File: src/rtl/sorting_hardware.sv
// sorting_hardware: Avalon-MM in-place bubble sort of 32-bit unsigned words in SDRAM.
// Define SORT_DESCENDING_EN to sort in descending order instead of ascending.
module sorting_hardware #(
    parameter int DEFAULT_LEN = 8,
    parameter int ADDR_STEP   = 4
) (
    input  logic        clk,
    input  logic        rst_n,
    output logic        slave_waitrequest,
    input  logic [31:0] slave_address,
    input  logic        slave_read,
    output logic [31:0] slave_readdata,
    input  logic        slave_write,
    input  logic [31:0] slave_writedata,
    output logic [31:0] master_address,
    output logic        master_read,
    input  logic [31:0] master_readdata,
    output logic        master_write,
    output logic [31:0] master_writedata,
    output logic [9:1]  LEDR
);
    typedef enum logic [2:0] {INIT, LOAD1, LOAD2, CMP, SWITCH, SWITCH2, DONE} state_t;
    localparam logic [31:0] STEP = 32'(ADDR_STEP);

    state_t      state_q, state_d;
    logic [31:0] base_q, len_q, cnt_q, cnt_d, i_q, i_d, data1_q, data1_d, data2_q, data2_d;
    logic        swapped_q, swapped_d;
    logic        busy, done, start, swap, last;
    logic        rd_d, wr_d;
    logic [31:0] addr_d, wdata_d;
    logic        unused;

    assign unused = ^{slave_read, slave_address[31:2]};
    assign busy   = state_q != INIT && state_q != DONE;
    assign done   = state_q == DONE;
    assign start  = slave_write && slave_address[1:0] == 2'd0;
    assign last   = (i_q + 32'd1) >= (len_q - 32'd1);
`ifdef SORT_DESCENDING_EN
    assign swap = data1_q < master_readdata;
`else
    assign swap = data1_q > master_readdata;
`endif

    assign slave_waitrequest = busy;
    assign LEDR = {done, busy, state_q, cnt_q[3:0]};
    assign slave_readdata = slave_address[1:0] == 2'd0 ? {31'b0, done} :
                            slave_address[1:0] == 2'd1 ? base_q :
                            slave_address[1:0] == 2'd2 ? len_q : cnt_q;

    always_comb begin
        state_d   = state_q;
        i_d       = i_q;
        swapped_d = swapped_q;
        cnt_d     = cnt_q;
        data1_d   = data1_q;
        data2_d   = data2_q;
        case (state_q)
            INIT, DONE: if (start) begin
                state_d   = len_q < 32'd2 ? DONE : LOAD1;
                i_d       = '0;
                swapped_d = 1'b0;
            end
            LOAD1: state_d = LOAD2;
            LOAD2: begin
                data1_d = master_readdata;
                state_d = CMP;
            end
            SWITCH: begin
                swapped_d = 1'b1;
                cnt_d     = cnt_q + 32'd1;
                state_d   = SWITCH2;
            end
            default: begin
                if (state_q == CMP) data2_d = master_readdata;
                if (state_q == CMP && swap) state_d = SWITCH;
                else if (!last) begin
                    i_d     = i_q + 32'd1;
                    state_d = LOAD1;
                end else if (swapped_q) begin
                    i_d       = '0;
                    swapped_d = 1'b0;
                    state_d   = LOAD1;
                end else state_d = DONE;
            end
        endcase
    end

    // Strobes are registered from the next state so they line up with the state they belong to.
    always_comb begin
        rd_d    = state_d == LOAD1 || state_d == LOAD2;
        wr_d    = state_d == SWITCH || state_d == SWITCH2;
        addr_d  = (state_d == LOAD2 || state_d == SWITCH2) ? base_q + (i_d + 32'd1) * STEP :
                  (rd_d || wr_d) ? base_q + i_d * STEP : '0;
        wdata_d = state_d == SWITCH ? data2_d : state_d == SWITCH2 ? data1_d : '0;
    end

    always_ff @(posedge clk) begin
        if (!rst_n) begin
            state_q          <= INIT;
            i_q              <= '0;
            swapped_q        <= 1'b0;
            cnt_q            <= '0;
            data1_q          <= '0;
            data2_q          <= '0;
            base_q           <= '0;
            len_q            <= 32'(DEFAULT_LEN);
            master_read      <= 1'b0;
            master_write     <= 1'b0;
            master_address   <= '0;
            master_writedata <= '0;
        end else begin
            state_q          <= state_d;
            i_q              <= i_d;
            swapped_q        <= swapped_d;
            cnt_q            <= cnt_d;
            data1_q          <= data1_d;
            data2_q          <= data2_d;
            master_read      <= rd_d;
            master_write     <= wr_d;
            master_address   <= addr_d;
            master_writedata <= wdata_d;
            if (slave_write && !busy && slave_address[1:0] == 2'd1) base_q <= slave_writedata;
            if (slave_write && !busy && slave_address[1:0] == 2'd2) len_q <= slave_writedata;
        end
    end
endmodule

File: config.mk
export PLATFORM = sky130hd
export DESIGN_NAME = sorting_hardware
export DESIGN_NICKNAME = d
export VERILOG_FILES = /design/src/rtl/sorting_hardware.sv
export SDC_FILE = /design/constraint.sdc
export NUM_CORES = 1
export LEC_CHECK = 0
export ABC_AREA = 1
export CAP_MARGIN = 10
export CORE_MARGIN = 5
export CORE_UTILIZATION = 52
export DETAILED_ROUTE_END_ITERATION = 12
export GPL_TIMING_DRIVEN = 0
export PLACE_DENSITY = 0.86
export SLEW_MARGIN = 20
export SYNTH_ARGS = -nofsm -noshare
export SYNTH_HDL_FRONTEND = slang
export SYNTH_SLANG_ARGS = --single-unit
File: constraint.sdc
create_clock -name clk -period 9.5 [get_ports clk]
set_clock_uncertainty 0.2 [all_clocks]
set_input_delay 1.9 -clock clk [delete_from_list [all_inputs] [get_ports clk]]
set_output_delay 1.9 -clock clk [all_outputs]
set_load 0.02 [all_outputs]
Yosys cells after proc, flatten, opt, wreduce, memory -nomap -nowiden. Index checks and enable logic that the tools add are counted. Widths: inputs -> output; s select.

Input bits: 100. Output and inout port bits: 108. Register bits: 262. Logic and storage cells: 81.

$lt $le $gt $ge: 3. Reduce and logical (&&, ||, !) cells: 20. Mux-type cells: 25. Bitwise gates (word level): 1. Add/subtract/negate cells: 6. Eq/ne operators: 14.

Operators with widths (count): $mux 32 (14); $add 32x1->32 const B (2); $add 32x32->32 (2); $pmux 32 s2 (1); $ge 32x32->1 (1); $gt 32x32->1 (1); $lt 32x2->1 const B (1); $sub 32x1->32 const B (1); $add 30x1->30 const B (1); $mux 3 (5); $eq 3x3->1 const B (4); $pmux 3 s4 (1); $eq 3x2->1 const B (3); $eq 3x1->1 const B (2); $logic_and 1x1->1 (6); $reduce_bool 3->1 (2); $reduce_or 5->1 (1); $logic_or 1x1->1 (4); $reduce_and 4->1 (1); $reduce_or 2->1 (2); $logic_not 3->1 (1); $mux 1 (3); $ne 3x1->1 const B (1); $ne 3x3->1 const B (1); 8 further kinds (8).

Depth between registers and ports, before layout. Gate-level depths: netlist of run 1.

Depth after elaboration: 10. Mapped depth: 56. Mapped depth without buffers: 55.

Worst setup path after synthesis of run 1. OpenSTA, ideal clock, no wires.

Kind: reg-to-reg. From: register len_q[2]. To: register master_address[31]. Period minus slack after synthesis: 6864 ps. Stages on the path, launching flop included: 52. Setup time: 67 ps. Setup slack: 2636 ps. Path buffers: 1. Data required time: 9233 ps. Arrival: 6597 ps. Path through: dfxtp_1 > nor2_1 > inv_1 > nor2_1 > nand3_1 > nor3_2 > nand3_1 > nor2_1 > nand3_1 > nor3_1 > inv_1 > nor2_1 > inv_2 > nor3_2 > inv_1 > nor2_2 > inv_1 > nor3_2 > [... 16 more ...] > nor2_1 > nand2_1 > nor4_4 > nand2_2 > nor2_4 > nand2_1 > xor2_1 > ha_1 > a21oi_1 > inv_1 > a21oi_1 > o21ai_0 > a221o_1 > a31oi_1 > inv_1 > nand3_1 > nand3_1 > a21oi_2.

Elaborated cells between the ends (all ways): 24. Those cells by class: add/sub (4); order compare (2); eq/ne (4); mux (10); reduce/logical (4).

RTL lines: start, declared (line 26) `logic [31:0] base_q, len_q, cnt_q, cnt_d, i_q, i_d, data1_q, data1_d, data2_q, data2_d;`; start signal, assigned (line 106) `len_q <= 32'(DEFAULT_LEN);`; start signal, assigned (line 123) `if (slave_write && !busy && slave_address[1:0] == 2'd2) len_q <= slave_writedata;`; $sub 32x1->32 * (line 37) `assign last = (i_q + 32'd1) >= (len_q - 32'd1);`; $ge 32x32->1 * (line 37); $mux 32 * (line 76) `else if (!last) begin`; $mux 32 * (line 75) `if (state_q == CMP && swap) state_d = SWITCH;`; $pmux 32 s2 * (line 57) `case (state_q)`; via i_d[1] (line 26); $add 30x1->30 / $add 32x32->32 (equally long branches) (line 92, 93); $add 32x32->32 / $mux 32 (equally long branches) (line 92, 93); $mux 32 * (line 92) `addr_d = (state_d == LOAD2 || state_d == SWITCH2) ? base_q + (i_d + 32'd1) * STEP :`; end signal, assigned (line 120) `master_address <= addr_d;`; end, declared (line 15) `output logic [31:0] master_address,`.

Mark *: on every way through the listed nets, which the timed path passes. The rest lies on a longest branch. A chain may end at the register's enable or synchronous reset.

Final worst setup path of run 1. Same ends and word-level chain as after synthesis.

==> impl_metrics.tcl, run 1 <==
set metrics [dict create \
    status "finished, final reports clean" \
    powerDensity_nw_per_um2 309 \
    place_congestion 1.00 \
    cts_resized 0 \
    start_util_pct 52.8 \
    dieArea_um2 39000 \
    worstPathRequired_ns 9.81 \
    p_leak_nw 9.79 \
    drv_cap 0 \
    ys_async_sr_fraction_pct 0 \
    p_int_mw 3.32 \
    dr.pass1.iters 6 \
    p_clk_share_pct 18.1 \
    drt_iter0_markers 2096 \
    antenna_found_initial 0 \
    slew-limit-headroom_pct 36.1 \
    place_area_um2 20600 \
    cts_buffers 29 \
    vias_per_cell 5.75 \
    power_switching_mw 3.35 \
    syn_area_um2 18300 \
    die_x_um 198 \
    ir_drop_mv 0.272 \
    fp.dieH_um 198 \
    sw_frac_of_total_pct 50.3 \
    crit_fanout 8 \
    vias 19800 \
    slowest_delay_ns 0.39 \
    final_common_cell "nand2_1" \
    routed_wl_um 67000 \
    cts_max_level 1 \
    fmax_ghz 0.115 \
    overflow 0 \
    grt_start_max_net_pins 15 \
    drv_slew 0 \
    drc 0 \
    diodes 0 \
    final_hold_viol_count 0 \
    cts_sinks 262 \
    layout_common_cells "nand2_1 (499), inv_1 (396), a21oi_1 (309), o21ai_0 (266), dfxtp_1 (262)" \
    hold_path.startpoint "base_q[0]" \
    cts_setup_buffers 0 \
    ys_ff_latch 262 \
    setup_viol 0 \
    pwr-share-seq_pct 21.4 \
    min_period_over_period_pct 91.4 \
    nets 3194 \
    worst-path-buf-inv 8 \
    rows 68 \
    fin_crit_ns 8.68 \
    comb_power_share_pct 60.4 \
    nFillCells 3167 \
    syn_area_per_cell_um2 6.63 \
    final_layout_size_suffix_gt1_share_pct 6.37 \
    clk_path_buf_depth 3 \
    ios 208 \
    worst_pin_slew_ns 0.958 \
    ctsRootBufferMaster "clkbuf_16" \
    crit_slowest_cell "ha_1" \
    postCtsHoldBufs 0 \
    hold_path.class "reg -> reg" \
    final_antenna_net_count 0 \
    clkTransAtPathRegs_ns 0.06 \
    core_um2 34600 \
    dp_hpwl_um 53700 \
    yosys_warnings 0 \
    grt_usage_pct 33.0 \
    grt_pass1_vias 18300 \
    wl_per_cell_um 19.5 \
    crit_path_start_kind "flip-flop" \
    cts_tree "built" \
    arrival_ns 8.99 \
    cpLargestDelayFamily "simple AND/OR/NAND/NOR gates" \
    startpoint "len_q[2]" \
    synth_seq_area_share_pct 28.7 \
    synth-edff-count 0 \
    clk_latency_ns 0.58 \
    io_buffers 175 \
    grt_setup_unrepaired "no" \
    cp_common_cell "nor2_1" \
    area_growth_syn_to_layout_pct 18.2 \
    cp-end-kind "flip-flop" \
    synth_fp_nets 2988 \
    synth_ff_type "dfxtp_1" \
    fin_area_um2 21600 \
    synthDistinctLibCells 54 \
    fin_tns_setup_ns 0 \
    grt_pass1_wl_um 103000 \
    worstSetupPathType "reg -> reg" \
    r2r_start "len_q[2]" \
    syn_inst 2757 \
]
==> per-stage QoR <==
step,power (mW),setup slack (ns),cells,hold WS [ns],utilization [%]
2_1_floorplan,4.19,2.64,2757,0.235,-
3_3_place_gp,5.25,0.945,3387,0.256,59.5
3_5_place_dp,5.33,0.789,3387,0.257,59.5
4_1_cts,6.56,0.725,3439,0.252,62.4
5_1_grt,7.10,0.0269,3439,0.285,62.4
6_report,6.67,0.821,3439,0.261,62.4
==> flip-flops by register name, summed over array words and instances (netlist names) <==
signal            count
base_q               32
cnt_q                32
data1_q              32
data2_q              32
i_q                  32
len_q                32
master_address       32
master_read           1
master_write          1
master_writedata     32
state_q               3
swapped_q             1
==> final cells by class <==
type                    instances  area (µm²)  area share (%)
repair buffers                175        1750            8.10
well taps                     455         569            2.63
clock buffers                  40         807            3.73
inverters                     413        1550            7.17
flip-flops and latches        262        5250            24.3
multi-input cells            1978       11000            50.9
clock inverters                12         199           0.920
plain buffers                 104         483            2.23
==> synthesized netlist by cell type (all sizes together) (3+ instances only) <==
cell | number | area share (%)
nor4 | 8 | 0.36
o21a | 11 | 0.45
o21ai | 274 | 7.5
a31oi | 8 | 0.27
xor2 | 70 | 3.4
o221ai | 3 | 0.14
a211oi | 6 | 0.25
clkbuf | 70 | 1.4
inv | 411 | 8.4
nor3 | 54 | 1.9
o211ai | 8 | 0.33
ha | 129 | 8.8
buf | 34 | 1.2
a21oi | 335 | 10
a21o | 9 | 0.37
nand4 | 23 | 0.79
dfxtp | 262 | 29
xnor2 | 11 | 0.53
a21boi | 3 | 0.12
or2 | 36 | 1.2
nor2 | 255 | 5.6
nand2 | 510 | 11
nand3b | 4 | 0.16
nand3 | 173 | 4.8
a22o | 32 | 1.5
==> power groups by stage <==
stage / Combinational (mW) / Sequential, mW / Clock [mW]
after floorplan: 2.76 / 1.43 / 0
after global placement: 3.81 / 1.44 / 0
after detailed placement: 3.89 / 1.44 / 0
after CTS: 3.92 / 1.42 / 1.22
after global routing: 4.39 / 1.44 / 1.26
final: 4.03 / 1.43 / 1.21
==> metal layers <==
| metal | global-route usage (%) | vias up | wire length (µm) |
|---|---|---|---|
| li1 | - | 9459 | - |
| met1 | 45.5 | 8989 | 28000 |
| met2 | 52.2 | 1110 | 29000 |
| met3 | 3.46 | 209 | 6220 |
| met4 | 15.0 | 0 | 3750 |
| met5 | 0 | - | 0 |
==> final timing paths <==
kind	to	depth (start not counted)	slack [ns]
max	master_address[31]	50	0.82
min	master_address[0]	2	0.26
max reg2reg	master_address[31]	50	0.82
min reg2reg	master_address[0]	2	0.26
==> worst min-delay path, delay by kind of cell, from the launching register on <==
| family | cells | cell delay (ns) |
|---|---|---|
| buffers and inverters | 1 | 0.04 |
| flip-flops | 1 | 0.32 |
| AND/OR/NAND/NOR | 1 | 0.08 |
==> kinds of logic after synthesis <==
logic type | synth area share [%]
flip-flops | 28.7
buffers and inverters | 11.1
XOR/XNOR | 3.88
adder cells (fa/ha/maj) | 9.05
AO/OA/AOI/OAI | 21.6
AND/OR/NAND/NOR | 25.7
Power figures use the tool's default switching activity.
==> run 2, diff against run 1 <==
- GPL_TIMING_DRIVEN: 0 -> unset
==> run 2 against run 1 <==
  * Utilization shrank 1.1 points
  * Non-clock buffer count shrank 85
  * Cell area shrank 1.7%
  * Fmax down 0.31%
  * Combinational power fell by 4%
  * Largest power group unchanged
==> impl_metrics.tcl, run 2 (synthesized netlist as in run 1, its figures left out) <==
set metrics [dict create \
    min_period_over_period_pct 91.6 \
    p_leak_nw 9.65 \
    core_um2 34600 \
    powerDensity_nw_per_um2 304 \
    grt_setup_unrepaired "no" \
    clkTransAtPathRegs_ns 0.06 \
    fin_area_um2 21300 \
    grt_start_max_net_pins 85 \
    antenna_found_initial 0 \
    r2r_start "len_q[2]" \
    place_congestion 1.01 \
    cts_resized 0 \
    fin_crit_ns 8.71 \
    fmax_ghz 0.115 \
    cts_max_level 1 \
    worstSetupPathType "reg -> reg" \
    arrival_ns 8.92 \
    p_clk_share_pct 17.8 \
    worstPathRequired_ns 9.71 \
    hold_path.class "reg -> reg" \
    layout_common_cells "nand2_1 (499), inv_1 (396), a21oi_1 (309), o21ai_0 (270), dfxtp_1 (262)" \
    die_x_um 198 \
    regToRegSetupSlack_ns 0.79 \
    dp_hpwl_um 46100 \
    crit_fanout 9 \
    final_common_cell "nand2_1" \
    final_hold_viol_count 0 \
    drv_slew 0 \
    grt_use_met2_pct 48.8 \
    grtUsageMet1_pct 41.4 \
    status "finished, final reports clean" \
    diodes 0 \
    cts_buffers 29 \
    crit_slowest_cell "o21ai_0" \
    power_switching_mw 3.24 \
    drt_iter0_markers 2235 \
    ios 208 \
    final_layout_size_suffix_gt1_share_pct 6.42 \
    rows 68 \
    clk_path_buf_depth 3 \
    timing.rr.end "master_address[28]" \
    io_buffers 176 \
    routed_wl_um 61100 \
    crit_path_start_kind "flip-flop" \
    slowest_delay_ns 0.42 \
    slew-limit-headroom_pct 30.8 \
    place_area_um2 20300 \
    final_antenna_net_count 0 \
    ctsRootBufferMaster "clkbuf_16" \
    cts_setup_buffers 0 \
    dr.pass1.iters 6 \
    vias 19300 \
    setup_viol 0 \
    sw_frac_of_total_pct 50.2 \
    fin_tns_setup_ns 0 \
    grt_busiest_layer "met2" \
    cts_tree "built" \
    grt_pass1_vias 18100 \
    holdPathEnd "master_address[0]" \
    ir_drop_mv 0.271 \
    fp.dieH_um 198 \
    worst_pin_slew_ns 1.04 \
    drc 0 \
    worstRegToRegCells 50 \
    postCtsHoldBufs 0 \
    dieArea_um2 39000 \
    area_growth_syn_to_layout_pct 16.2 \
    wl_per_cell_um 18.2 \
    hold_path_depth 2 \
    met3_usage_pct 3.16 \
    cp-end-kind "flip-flop" \
    start_util_pct 52.8 \
    vias_per_cell 5.75 \
    cts_sinks 262 \
    clk_latency_ns 0.58 \
    pwr-share-seq_pct 22.1 \
    nets 3109 \
    overflow 0 \
    drv_cap 0 \
    hold_path.startpoint "base_q[0]" \
    comb_power_share_pct 60.1 \
    grt_pass1_wl_um 96100 \
    power_mw 6.45 \
    grt_usage_pct 30.2 \
    p_int_mw 3.21 \
]
-- run 2: worst max-delay path by stage --
stage | start | endpoint | slack, ns | depth (start not counted)
after CTS | len_q[2] | master_address[28] | 1.03 | 50
after global routing | len_q[2] | master_address[25] | 0.10 | 53
after floorplan | len_q[2] | master_address[31] | 2.64 | 51
after global placement | len_q[2] | master_address[28] | 1.34 | 50
final | len_q[2] | master_address[28] | 0.79 | 50
after detailed placement | len_q[2] | master_address[28] | 1.07 | 50
-- run 2: critical path, delay by kind of cell, from the launching register on --
kind	cells	cell delay, ns
buffers and inverters	7	0.53
AO/OA/AOI/OAI	7	1.56
adder cells (fa/ha/maj)	3	0.98
XOR/XNOR	2	0.32
flip-flops	1	0.36
AND/OR/NAND/NOR	31	4.58
-- run 2: stage by stage --
step           std cells  utilization [%]  hold slack [ns]  setup WS, ns
5_1_grt             3352             61.4            0.282         0.101
3_3_place_gp        3302             58.6            0.252          1.34
3_5_place_dp        3302             58.6            0.258          1.07
6_report            3352             61.4            0.263         0.794
4_1_cts             3352             61.4            0.261          1.03
2_1_floorplan       2757                -            0.235          2.64
-- run 2: cell type report --
cell class | instances | area [µm²]
clock buffers | 40 | 847
clock inverters | 10 | 118
fillers | 3112 | 13400
inverters | 413 | 1550
multi-input cells | 1978 | 11000
flip-flops and latches | 262 | 5250
well taps | 455 | 569
repair buffers | 194 | 1890
-- run 2: power by group through the flow --
| stage | Clock [mW] | Combinational (mW) | Sequential (mW) |
|---|---|---|---|
| global placement | 0 | 3.65 | 1.43 |
| global route | 1.21 | 4.26 | 1.44 |
| CTS | 1.16 | 3.78 | 1.42 |
| detailed placement | 0 | 3.75 | 1.44 |
| finish | 1.15 | 3.88 | 1.43 |
| floorplan | 0 | 2.76 | 1.43 |
-- run 2: routing by layer --
layer,up-vias,wire length [µm]
met5,-,0
met4,0,2800
met1,8886,25800
li1,9285,-
met3,149,4920
met2,961,27500
